===== src/rtl/fpu_pkg.sv =====
// Shared types and constants for the FPU issue sequencer and its fcsr block.
package fpu_pkg;

    typedef enum logic [1:0] {
        ST_IDLE,
        ST_ISSUE,
        ST_WAIT,
        ST_DONE
    } fpu_seq_state_t;

    localparam logic [2:0] RM_DYN     = 3'b111;
    localparam logic [1:0] CSR_FFLAGS = 2'd1;
    localparam logic [1:0] CSR_FRM    = 2'd2;
    localparam logic [1:0] CSR_FCSR   = 2'd3;

    typedef struct packed {
        logic nv;
        logic dz;
        logic of;
        logic uf;
        logic nx;
    } fflags_t;

    // Encodings 5..7 are reserved once DYN has been resolved.
    function automatic logic rm_reserved(input logic [2:0] rm);
        return rm >= 3'd5;
    endfunction

endpackage


===== src/rtl/fpu_fcsr.sv =====
// fcsr state: frm and sticky fflags, CSR read mux, and write/accumulate merge.
module fpu_fcsr
    import fpu_pkg::*;
(
    input  logic       clk,
    input  logic       n_rst,
    input  logic       csr_wen,
    input  logic [1:0] csr_addr,
    input  logic [7:0] csr_wdata,
    input  logic       acc_en,
    input  logic [4:0] acc_flags,
    output logic [2:0] frm,
    output logic [7:0] csr_rdata
);

    fflags_t    r_fflags;
    logic [2:0] r_frm;
    fflags_t    w_fflags_base;
    fflags_t    w_fflags_nxt;
    logic [2:0] w_frm_nxt;

    // A CSR write and a DONE accumulation in the same cycle both land: write, then OR.
    always_comb begin
        w_fflags_base = r_fflags;
        w_frm_nxt     = r_frm;
        if (csr_wen) begin
            case (csr_addr)
                CSR_FFLAGS: w_fflags_base = fflags_t'(csr_wdata[4:0]);
                CSR_FRM:    w_frm_nxt     = csr_wdata[2:0];
                CSR_FCSR: begin
                    w_fflags_base = fflags_t'(csr_wdata[4:0]);
                    w_frm_nxt     = csr_wdata[7:5];
                end
                default: ;
            endcase
        end
        w_fflags_nxt = w_fflags_base | (acc_en ? fflags_t'(acc_flags) : fflags_t'(5'b0));
    end

    always_ff @(posedge clk or negedge n_rst) begin
        if (!n_rst) begin
            r_fflags <= '0;
            r_frm    <= '0;
        end else begin
            r_fflags <= w_fflags_nxt;
            r_frm    <= w_frm_nxt;
        end
    end

    always_comb begin
        csr_rdata = '0;
        case (csr_addr)
            CSR_FFLAGS: csr_rdata = {3'b0, r_fflags};
            CSR_FRM:    csr_rdata = {5'b0, r_frm};
            CSR_FCSR:   csr_rdata = {r_frm, r_fflags};
            default:    csr_rdata = '0;
        endcase
    end

    assign frm = r_frm;

endmodule


===== src/rtl/fpu_issue_seq.sv =====
// Issue sequencer: accepts one decoded FP instruction, drives the FPU, returns the result.
module fpu_issue_seq
    import fpu_pkg::*;
#(
    parameter int TIMEOUT = 64
) (
    input  logic        clk,
    input  logic        n_rst,
    input  logic        instr_valid,
    output logic        instr_ready,
    input  logic [6:0]  funct7,
    input  logic [4:0]  rs1,
    input  logic [4:0]  rs2,
    input  logic [4:0]  rd,
    input  logic [2:0]  rm,
    input  logic        is_load,
    input  logic        is_store,
    input  logic [31:0] load_data,
    output logic [4:0]  f_rs1,
    output logic [4:0]  f_rs2,
    output logic [4:0]  f_rd,
    output logic [7:0]  f_funct_7,
    output logic [2:0]  frm_in,
    output logic        f_LW,
    output logic        f_SW,
    output logic        f_wen,
    output logic [31:0] dload_ext,
    input  logic        f_ready,
    input  logic [4:0]  f_flags,
    input  logic [31:0] FPU_all_out,
    output logic        done,
    output logic [31:0] result,
    output logic        illegal,
    output logic        timeout_err,
    input  logic        csr_wen,
    input  logic [1:0]  csr_addr,
    input  logic [7:0]  csr_wdata,
    output logic [7:0]  csr_rdata
);

    localparam int CNT_W = (TIMEOUT > 1) ? $clog2(TIMEOUT) : 1;

    fpu_seq_state_t r_state, w_state_nxt;

    logic [4:0]       r_rs1, r_rs2, r_rd, r_flags;
    logic [6:0]       r_funct7;
    logic [2:0]       r_rm_eff;
    logic             r_is_load, r_is_store;
    logic [31:0]      r_load_data, r_result;
    logic [CNT_W-1:0] r_cnt;
    logic             r_illegal, r_timeout;

    logic [2:0] w_frm, w_rm_eff;
    logic       w_accept, w_bad_rm, w_timeout, w_hold, w_acc_en;

    assign w_rm_eff  = (rm == RM_DYN) ? w_frm : rm;
    assign w_accept  = (r_state == ST_IDLE) && instr_valid;
    assign w_bad_rm  = rm_reserved(w_rm_eff) && !is_load && !is_store;
    assign w_timeout = (r_state == ST_WAIT) && !f_ready && (r_cnt == CNT_W'(TIMEOUT - 1));
    assign w_hold    = (r_state == ST_ISSUE) || (r_state == ST_WAIT);
    assign w_acc_en  = (r_state == ST_DONE) && !r_is_load && !r_is_store;

    always_ff @(posedge clk or negedge n_rst) begin
        if (!n_rst) r_state <= ST_IDLE;
        else        r_state <= w_state_nxt;
    end

    always_comb begin
        w_state_nxt = r_state;
        case (r_state)
            ST_IDLE:  if (instr_valid && !w_bad_rm) w_state_nxt = ST_ISSUE;
            ST_ISSUE: w_state_nxt = ST_WAIT;
            ST_WAIT: begin
                if (f_ready)        w_state_nxt = ST_DONE;
                else if (w_timeout) w_state_nxt = ST_IDLE;
            end
            ST_DONE:  w_state_nxt = ST_IDLE;
            default:  w_state_nxt = ST_IDLE;
        endcase
    end

    always_ff @(posedge clk or negedge n_rst) begin
        if (!n_rst) begin
            r_rs1       <= '0;
            r_rs2       <= '0;
            r_rd        <= '0;
            r_funct7    <= '0;
            r_rm_eff    <= '0;
            r_is_load   <= 1'b0;
            r_is_store  <= 1'b0;
            r_load_data <= '0;
            r_flags     <= '0;
            r_result    <= '0;
            r_cnt       <= '0;
            r_illegal   <= 1'b0;
            r_timeout   <= 1'b0;
        end else begin
            if (w_accept) begin
                r_rs1       <= rs1;
                r_rs2       <= rs2;
                r_rd        <= rd;
                r_funct7    <= funct7;
                r_rm_eff    <= w_rm_eff;
                r_is_load   <= is_load;
                r_is_store  <= is_store;
                r_load_data <= load_data;
            end
            if (r_state == ST_ISSUE)
                r_cnt <= '0;
            else if (r_state == ST_WAIT && r_cnt != '1)
                r_cnt <= r_cnt + CNT_W'(1);
            if (r_state == ST_WAIT && f_ready) begin
                r_result <= FPU_all_out;
                r_flags  <= f_flags;
            end
            r_illegal <= w_accept && w_bad_rm;
            r_timeout <= w_timeout;
        end
    end

    fpu_fcsr u_fcsr (
        .clk       (clk),
        .n_rst     (n_rst),
        .csr_wen   (csr_wen),
        .csr_addr  (csr_addr),
        .csr_wdata (csr_wdata),
        .acc_en    (w_acc_en),
        .acc_flags (r_flags),
        .frm       (w_frm),
        .csr_rdata (csr_rdata)
    );

    assign instr_ready = (r_state == ST_IDLE);
    assign f_rs1       = w_hold ? r_rs1 : '0;
    assign f_rs2       = w_hold ? r_rs2 : '0;
    assign f_rd        = w_hold ? r_rd  : '0;
    assign f_funct_7   = w_hold ? {1'b0, r_funct7} : '0;
    assign frm_in      = w_hold ? r_rm_eff : '0;
    assign f_LW        = (r_state == ST_ISSUE) && r_is_load;
    assign f_SW        = (r_state == ST_ISSUE) && r_is_store;
    assign f_wen       = (r_state == ST_ISSUE) && !r_is_store;
    assign dload_ext   = r_load_data;
    assign done        = (r_state == ST_DONE);
    assign result      = r_result;
    assign illegal     = r_illegal;
    assign timeout_err = r_timeout;

endmodule


===== config.mk =====
export PLATFORM = sky130hd
export DESIGN_NAME = fpu_issue_seq
export DESIGN_NICKNAME = d
export VERILOG_FILES = /design/src/rtl/fpu_pkg.sv /design/src/rtl/fpu_fcsr.sv /design/src/rtl/fpu_issue_seq.sv
export SDC_FILE = /design/constraint.sdc
export NUM_CORES = 1
export LEC_CHECK = 0
export BUFFER_PORTS_ARGS = -buffer_cell sky130_fd_sc_hd__buf_4
export CORE_ASPECT_RATIO = 1.5
export CORE_MARGIN = 2
export CORE_UTILIZATION = 51
export CTS_CLUSTER_DIAMETER = 150
export DETAILED_ROUTE_END_ITERATION = 8
export PLACE_DENSITY_LB_ADDON = 0.2
export SLEW_MARGIN = 10
export SYNTH_ARGS = -nofsm -noshare
export SYNTH_HDL_FRONTEND = slang
export SYNTH_HIERARCHICAL = 1
export SYNTH_SLANG_ARGS = --single-unit

===== constraint.sdc =====
create_clock -name clk -period 5.1 [get_ports clk]
set_clock_uncertainty 0.2 [all_clocks]
set_input_delay 0 -clock clk [delete_from_list [all_inputs] [get_ports clk]]
set_output_delay 0 -clock clk [all_outputs]
set_load 0.005 [all_outputs]

==> results.tsv, run 1 <==
metric	value	unit
pin count of the biggest net entering global routing	62	
Max Cap Violations	0	
IO buf count	214	
Slew Viols, Final	0	
GRT Overall Usage	32.4	%
post-synthesis cell type count	46	
fin crit share	56.3	%
peak supply drop	423	µV
Die H	124	µm
worst slew pin tran	907	ps
Pwr Density	573	nW/µm²
Final Critical Period	2870	ps
Startpoint Class	flop	
Layout area overhead	71.9	%
CP required	5230	ps
routed len/inst	20.1	µm
aggregate routed wire length	16400	µm
site row count	43	
fmax	348	MHz
WL met2	9040	µm
Seq/Total Area, Yosys	58.0	%
crit path max-delay cell type	dlygate4sd3_1	
CTS H-tree depth	4	
syn nets	464	
residual DRC count	0	
max layer used	met4	
slowest stage delay, CP	610	ps
vias in the first global route	4964	
setup_tns	0	ps
share of layout cells above drive strength 1	49.7	%
Avg Cell Area, Syn	14.1	µm²
total iterations of the first detailed-routing run	4	
CTS Buf Count	17	
worst skew pair latency	400	ps
wl on met1	5540	µm
clk sinks	114	
Mapped Cells	348	
final instance area	8450	µm²
Post-synth ARST share	100	%
routability cong.	0.735	
Cell Area, Synth	4920	µm²
crit end category	flop	
critical path peak fanout	42	
initial antenna violation count	1	
EDFF count, synth	0	
PostCTS Resize Cnt	0	
Routed Antenna Nets	0	
first-pass GRT wire length	26200	µm
status	complete, no violations	
RSZ-0062 raised after global routing	false	
I/O Pins	216	
clock buffer depth	2	
Yosys warning count	6	
Final Setup Violations	0	
Slew HR	39.3	%
Clock Root Buffer	clkbuf_16	
Hold Vio Cnt, Final	0	
DIE WIDTH	84.2	µm
vias after detailed routing	4357	
crit path cell chain	inv_1, ha_1, nand2_2, nor3_1, dlygate4sd3_1	
via/cell ratio	5.33	
Initial Util	52.8	%
Final nets	807	
CP arrival	3000	ps
DP Wirelength	8410	µm
CTS tree	done	
die area	10500	µm²
Area after DPL	6520	µm²
routed wire length on met3	1110	µm
leakage power	4.04	nW
CORE AREA	9310	µm²
kind of critical path	flop to flop	
1st-iter DRT viols	169	
prevailing post-synth register cell	dfrtp_1	
CTS clk-pin slew, worst paths	50	ps
register bit total from synthesis	114	
Pwr Total	4.85	mW
worst min path class	primary input to flop	
global route overflow	0	
==> synthesized netlist by cell type, types with 2 or more instances <==
cell | count | share of area, %
and2_1 | 29 | 3.7
nor2_1 | 6 | 0.46
dfrtp_1 | 114 | 58
ha_1 | 5 | 1.3
a31oi_1 | 3 | 0.38
nor3_1 | 3 | 0.31
nand2_2 | 3 | 0.38
inv_1 | 4 | 0.31
buf_6 | 10 | 2.3
clkbuf_1 | 3 | 0.23
buf_4 | 2 | 0.31
mux2_2 | 91 | 21
mux2_1 | 2 | 0.46
a21oi_1 | 4 | 0.41
and3_2 | 2 | 0.31
and3_1 | 7 | 0.89
nand4_1 | 2 | 0.25
o21ai_0 | 7 | 0.71
nor2b_1 | 2 | 0.25
a221o_1 | 5 | 1.0
mux2i_1 | 3 | 0.61
nand2_1 | 13 | 0.99
a22o_1 | 2 | 0.36
xor2_1 | 4 | 0.71
==> kinds of logic (layout without fill, tap and decap cells) <==
kind of cell               Yosys count  in the layout  share of synthesized area [%]
DFF                                114            114                           58.0
xor gates and xnor gates             5              5                          0.891
other                                1              2                         0.0763
and+or+nand+nor                     74             74                           8.85
adders and majority gates            5              5                           1.27
muxes                               96             96                           21.9
buffers and inverters               21            377                           3.51
AOI/OAI and AO/OA                   32             32                           5.47
==> path summary, 6_finish.rpt <==
kind / start / end / slack (ps) / cells after the start
worst max-delay path: r_state[1] / illegal / 2230 / 5
worst min-delay path: load_data[27] / dload_ext[27] / 170 / 3
worst max register to register: r_state[1] / illegal / 2230 / 5
worst min register to register: r_rm_eff[2] / r_rm_eff[2] / 290 / 2
max in group asynchronous: n_rst / dload_ext[4] / 2930 / 4
min in group asynchronous: n_rst / r_rs2[1] / 520 / 3
==> metal layers <==
metal | track usage, % | vias to the layer above
met2 | 58.2 | 232
met4 | 15.9 | 0
met1 | 33.8 | 2160
li1 | - | 1910
met5 | 0 | -
met3 | 9.68 | 55
==> cells in the final DEF, fill, tap and decap left out, drive strengths merged, types with 4 or more instances in the layout <==
cell type / n
and2: 29
nor2: 6
nand2: 17
and3: 10
bufinv: 6
mux2: 93
xor2: 4
inv: 4
ha: 5
o21ai: 10
a221o: 5
buf: 216
clkbuf: 22
dfrtp: 114
a21oi: 4
dlygate4sd3: 125
a31oi: 4
==> worst max-delay path: cells and delay by family (launching register included) <==
family	cells	cell delay, ps
buf+inv	2	800
simple gates	2	980
flops	1	460
fa+ha+maj	1	360
==> area by class of cell <==
type / count / area [µm²]
Sequential cell: 114 / 2850
Clock buffer: 22 / 474
Antenna cell: 1 / 2.50
Tap cell: 112 / 140
Timing Repair Buffer: 341 / 2870
Multi-Input combinational cell: 213 / 1890
Inverter: 4 / 15.0
Clock inverter: 10 / 203
Fill cell: 359 / 856
==> through the flow <==
step / utilization (%) / cells / setup slack, ps / hold WS [ps]
after CTS: 90.8 / 816 / 2330 / 155
final: 90.8 / 817 / 2230 / 173
after global placement: 70.1 / 659 / 2450 / -129
after global routing: 90.8 / 817 / 2100 / 165
after floorplan: - / 348 / 3230 / -496
after detailed placement: 70.1 / 659 / 2350 / -122
==> flip-flops by register name (all words and copies together) (netlist names), 5 cells and up <==
register / cells
r_rs2: 5
r_flags: 5
u_fcsr/r_fflags: 5
dload_ext: 32
r_funct7: 7
r_rs1: 5
r_rd: 5
r_cnt: 6
result: 32
==> repair_timing <==
action,in CTS,in global routing
hold endpoints to repair,161,0
setup buffers,0,0
hold buffers,125,0
==> power by group <==
part / switching (mW) / internal (mW) / total (mW)
registers: 0.276 / 1.33 / 1.61
clock network: 0.406 / 0.953 / 1.36
logic: 0.740 / 1.14 / 1.88
(Power assumes the default switching activity.)
==> run 2, diff against run 1 <==
--- a/config.mk
+++ b/config.mk
@@ -8,7 +8,7 @@
 export BUFFER_PORTS_ARGS = -buffer_cell sky130_fd_sc_hd__buf_4
 export CORE_ASPECT_RATIO = 1.5
 export CORE_MARGIN = 2
-export CORE_UTILIZATION = 51
+export CORE_UTILIZATION = 43
 export CTS_CLUSTER_DIAMETER = 150
 export DETAILED_ROUTE_END_ITERATION = 8
 export PLACE_DENSITY_LB_ADDON = 0.2
==> constraint.sdc (replaced) <==
create_clock -name clk -period 2.6 [get_ports clk]
set_clock_uncertainty 0.2 [all_clocks]
set_input_delay 0 -clock clk [delete_from_list [all_inputs] [get_ports clk]]
set_output_delay 0 -clock clk [all_outputs]
set_load 0.005 [all_outputs]
==> run 2 against run 1 <==
Net effect:
- via count fell by 5.3%
- first-iteration DRC count fell by 44%
- critical path depth fell by 1
- maximum frequency rose by 15%
- clock power rose by 68%
- largest cell class unchanged
==> results.tsv, run 2 (same netlist as run 1, synthesis figures left out) <==
metric	value	unit
clk sinks	114	
Finished Layout Cells	851	
kind of critical path	flop to flop	
Hold Vio Cnt, Final	0	
worst skew pair latency	400	ps
Max Cap Violations	0	
status	complete, no violations	
Ant. Diodes	0	
leakage power	4.01	nW
Area after DPL	6600	µm²
site row count	47	
Clock Root Buffer	clkbuf_16	
slowest stage delay, CP	710	ps
hold path depth	3	
share of layout cells above drive strength 1	49.9	%
Finished Core Util	76.0	%
via/cell ratio	4.85	
CP arrival	2620	ps
fin worst setup slack	112	ps
vias after detailed routing	4128	
critical path peak fanout	7	
initial antenna violation count	0	
Pwr Total	8.96	mW
Pwr Density	1060	nW/µm²
worst slew pin tran	861	ps
Slew HR	42.5	%
pin count of the biggest net entering global routing	64	
Die H	135	µm
setup_tns	0	ps
R2R cell count	4	
die area	12300	µm²
CTS H-tree depth	4	
residual DRC count	0	
GRT Overall Usage	23.8	%
IO buf count	214	
vias in the first global route	4587	
Slew Viols, Final	0	
worst min path class	primary input to flop	
DP Wirelength	8580	µm
setup slack, reg-to-reg	110	ps
most frequent cells in the layout	buf_4 (215), dlygate4sd3_1 (124), dfrtp_1 (114)	
CP required	2730	ps
PostCTS Resize Cnt	0	
pre-CTS setup slack	553	ps
Final Setup Violations	0	
CTS Buf Count	17	
first-pass GRT wire length	22700	µm
clock buffer depth	2	
CTS tree	done	
global route overflow	0	
most common cell after layout, fill and taps aside	buf_4	
Startpoint Class	flop	
RSZ-0062 raised after global routing	false	
Final nets	808	
aggregate routed wire length	14200	µm
Routed Antenna Nets	0	
CORE AREA	11100	µm²
fin crit share	95.7	%
crit path cell chain	ha_1, nor3b_1, a221o_1, dlygate4sd3_1	
DIE WIDTH	91.3	µm
Setup Buffers After CTS	0	
Final Hold Slack	173	ps
Layout area overhead	71.7	%
Initial Util	44.2	%
1st-iter DRT viols	94	
CTS clk-pin slew, worst paths	50	ps
crit path max-delay cell type	nor3b_1	
CTS Hold Buffers Added	125	
total iterations of the first detailed-routing run	4	
crit end category	flop	
routability cong.	0.798	
fmax	402	MHz
peak supply drop	598	µV
I/O Pins	216	
final instance area	8440	µm²
post-placement cell count	695	
Final Critical Period	2490	ps
routed len/inst	16.7	µm
run 2: cell count changes in the layout (fill, tap and decap cells not counted), sizes merged:
cell         change
buf              +2
bufinv           -3
clkbuf           -2
clkinv           +2
clkinvlp         +2
diode            -1
dlygate4sd3      -1
run 2: routing by layer:
metal | up-vias | global-route usage, % | wire length, µm
li1 | 1907 | - | -
met1 | 2029 | 25.1 | 5090
met2 | 165 | 44.4 | 8060
met3 | 27 | 6.36 | 705
met4 | 0 | 10.1 | 339
met5 | - | 0 | 0
run 2: worst max-delay path: cells and delay by family, from the launching register on:
| kind | cells | cell delay (ps) |
|---|---|---|
| and+or+nand+nor | 1 | 710 |
| buffers and inverters | 1 | 540 |
| DFF | 1 | 460 |
| AOI/OAI and AO/OA | 1 | 300 |
| adders and majority gates | 1 | 210 |
run 2: final cells by class:
class,count,area [µm²]
tap,147,184
clock buffer,20,447
clock inverter,11,138
fill,681,2670
inverter,4,15.0
timing repair buffer,342,2920
multi-input combinational,213,1890
sequential,114,2850
run 2: power breakdown:
part	switching [mW]	total, mW	internal [mW]
combinational	1.34	3.59	2.24
sequential	0.466	3.08	2.61
clock	0.778	2.29	1.52
total	2.59	8.96	6.37
run 2: worst paths after layout:
path,from,endpoint
setup / recovery,r_state[1],u_fcsr/r_fflags[4]
hold / removal,FPU_all_out[20],result[20]
setup reg to reg,r_state[1],u_fcsr/r_fflags[4]
hold reg to reg,r_rm_eff[1],r_rm_eff[1]
max in group asynchronous,n_rst,result[29]
min in group asynchronous,n_rst,dload_ext[4]
==> run 3, diff against run 2 <==
--- a/config.mk
+++ b/config.mk
@@ -5,9 +5,11 @@
 export SDC_FILE = /design/constraint.sdc
 export NUM_CORES = 1
 export LEC_CHECK = 0
+export ABC_AREA = 1
+export ABC_CLOCK_PERIOD_IN_PS = 2600
 export BUFFER_PORTS_ARGS = -buffer_cell sky130_fd_sc_hd__buf_4
 export CORE_ASPECT_RATIO = 1.5
-export CORE_MARGIN = 2
+export CORE_MARGIN = 4
 export CORE_UTILIZATION = 43
 export CTS_CLUSTER_DIAMETER = 150
 export DETAILED_ROUTE_END_ITERATION = 8
==> run 3 against run 2 <==
Net effect:
- synthesized area up 0.38%
- flip-flop and latch count stayed put
- largest power group unchanged
- final area is 1.6% higher
- hold slack worse by 180 ps
- maximum frequency increased by 0.65%
- critical endpoint is now u_fcsr/frm[1]
- core utilization up 1.2 points
- the run now ends with negative hold slack left
- critical path depth rose by 5
==> results.tsv, run 3 <==
metric	value	unit
most frequent cells in the layout	nand2_1 (252), buf_4 (220), dlygate4sd3_1 (128)	
Die H	139	µm
Yosys warning count	6	
GRT Overall Usage	24.1	%
routability cong.	0.807	
R2R cell count	5	
largest family of logic cells by synthesized area	simple AND/OR/NAND/NOR gates	
site row count	47	
Slew HR	47.8	%
leakage power	4.70	nW
global route overflow	0	
Ant. Diodes	0	
Simple-Gate Fraction of Synth Area	23.5	%
first-pass GRT wire length	24900	µm
crit end category	flop	
Post-Synth Adder-Cell Area	1.27	%
kind of critical path	primary input to flop	
Layout area overhead	73.8	%
critical path peak fanout	1	
most common cell after layout, fill and taps aside	nand2_1	
Startpoint Class	primary input	
fin worst setup slack	128	ps
CTS clk-pin slew, worst paths	50	ps
post-placement cell count	889	
Final Critical Period	2470	ps
CTS Hold Buffers Added	128	
initial antenna violation count	0	
Synth area leaders	dfrtp_1 (58%), nand2_1 (19%), mux2_2 (6.6%)	
fmax	404	MHz
Cell Area, Synth	4940	µm²
fin crit share	95.1	%
CP arrival	2550	ps
vias in the first global route	5319	
I/O Pins	216	
CORE AREA	11100	µm²
IO buf count	214	
Slew Viols, Final	0	
Seq/Total Area, Yosys	57.8	%
EDFF count, synth	0	
failing checks	negative hold slack	
routed len/inst	15.1	µm
CP required	2680	ps
startpoint of the worst register-to-register path	r_state[0]	
CTS H-tree depth	4	
clk sinks	114	
Reg-to-Reg End	u_fcsr/r_fflags[0]	
Final Setup Violations	0	
Hold Vio Cnt, Final	1	
setup_tns	0	ps
Clock Root Buffer	clkbuf_16	
post-synthesis cell type count	24	
CTS tree	done	
status	finished with violations	
PostCTS Resize Cnt	0	
Final nets	1005	
pin count of the biggest net entering global routing	66	
RSZ-0062 raised after global routing	false	
DP Wirelength	10000	µm
Post-synth ARST share	100	%
share of layout cells above drive strength 1	33.4	%
die area	13300	µm²
Synth top cells by count	nand2_1 (254), dfrtp_1 (114), inv_1 (46)	
aggregate routed wire length	15800	µm
1st-iter DRT viols	206	
Pwr Total	9.01	mW
pre-CTS setup slack	598	ps
Final Hold Slack	-4.31	ps
Routed Antenna Nets	0	
Avg Cell Area, Syn	9.09	µm²
Compound-Gate Fraction of Synth Area	1.24	%
top-count cell post-synth	nand2_1	
top-area cell type share of the netlist area	57.8	%
peak supply drop	587	µV
setup slack, reg-to-reg	190	ps
Setup Buffers After CTS	0	
vias after detailed routing	4955	
DIE WIDTH	95.5	µm
Synth Area in XOR/XNOR	0.532	%
Pwr Density	1050	nW/µm²
Initial Util	44.4	%
prevailing post-synth register cell	dfrtp_1	
largest area contributor in the netlist	dfrtp_1	
mux cell area share after synthesis	9.05	%
worst skew pair latency	400	ps
worst slew pin tran	783	ps
residual DRC count	0	
Mapped Cells	543	
syn nets	659	
register bit total from synthesis	114	
total iterations of the first detailed-routing run	5	
clock buffer depth	2	
via/cell ratio	4.73	
Finished Layout Cells	1048	
CTS Buf Count	17	
Max Cap Violations	0	
worst min path class	primary input to asynchronous set/reset pin	
[run 3: cell count changes in the layout (fill, tap and decap cells not counted), moves of 8 or more]
| cell | before | now |
|---|---|---|
| nand3_1 | 1 | 19 |
| and2_1 | 29 | 0 |
| mux2_4 | 0 | 8 |
| mux2_2 | 91 | 29 |
| nor2_1 | 6 | 17 |
| inv_1 | 4 | 46 |
| nand2_1 | 13 | 252 |
[run 3: critical path: stages]
cell and delay, ps:
dlygate4sd3_1 540, buf_4 140, inv_1 50, nand3_1 60, dlygate4sd3_1 550, nand2_1 60, dlygate4sd3_1 560, nand2_1 50
dlygate4sd3_1 550
[run 3: logic make-up after synthesis]
kind of cell             count (synthesis)
AO/OA/AOI/OAI                           11
XOR/XNOR                                 3
adder cells (fa/ha/maj)                  5
buffers and inverters                   74
other                                    1
flip-flops                             114
AND/OR/NAND/NOR                        298
multiplexers                            37
[run 3: layer usage]
| layer | routed length (µm) | part of all wire [%] | GRT usage [%] |
|---|---|---|---|
| met2 | 8510 | 54 | 42.9 |
| met4 | 636 | 4.0 | 11.5 |
| met3 | 1070 | 6.8 | 7.18 |
| met5 | 0 | 0 | 0 |
| met1 | 5570 | 35 | 25.4 |
[run 3: report_power, final]
part           total [mW]  internal [mW]  leakage (nW)  switching [mW]
registers            3.08           2.57          1.41           0.507
clock network        2.45           1.67         0.309           0.778
logic                3.49           1.88          2.99            1.60
[run 3: area by class of cell]
class                   instances  area, µm²
clock buffers                  21        470
repair buffers                349       2950
flip-flops and latches        114       2850
inverters                      52        195
fillers                       701       2530
clock inverters                10        156
well taps                     147        184
multi-input cells             355       1770
[run 3: worst max path at each step]
stage / from / endpoint / slack, ps / depth (start not counted)
after floorplan: r_state[0] / result[19] / 910 / 6
after global placement: r_state[1] / dload_ext[11] / 730 / 7
after detailed placement: r_state[1] / dload_ext[31] / 600 / 7
after CTS: csr_wdata[7] / u_fcsr/frm[2] / 190 / 9
after global routing: r_state[0] / u_fcsr/r_fflags[0] / 60 / 5
final: csr_wdata[6] / u_fcsr/frm[1] / 130 / 9
[run 3: stage by stage]
step           util [%]  instance area, µm²
6_report           77.2                8580
5_1_grt            77.2                8580
4_1_cts            77.2                8580
3_5_place_dp       60.0                6670
3_3_place_gp       60.0                6670
2_1_floorplan         -                4940
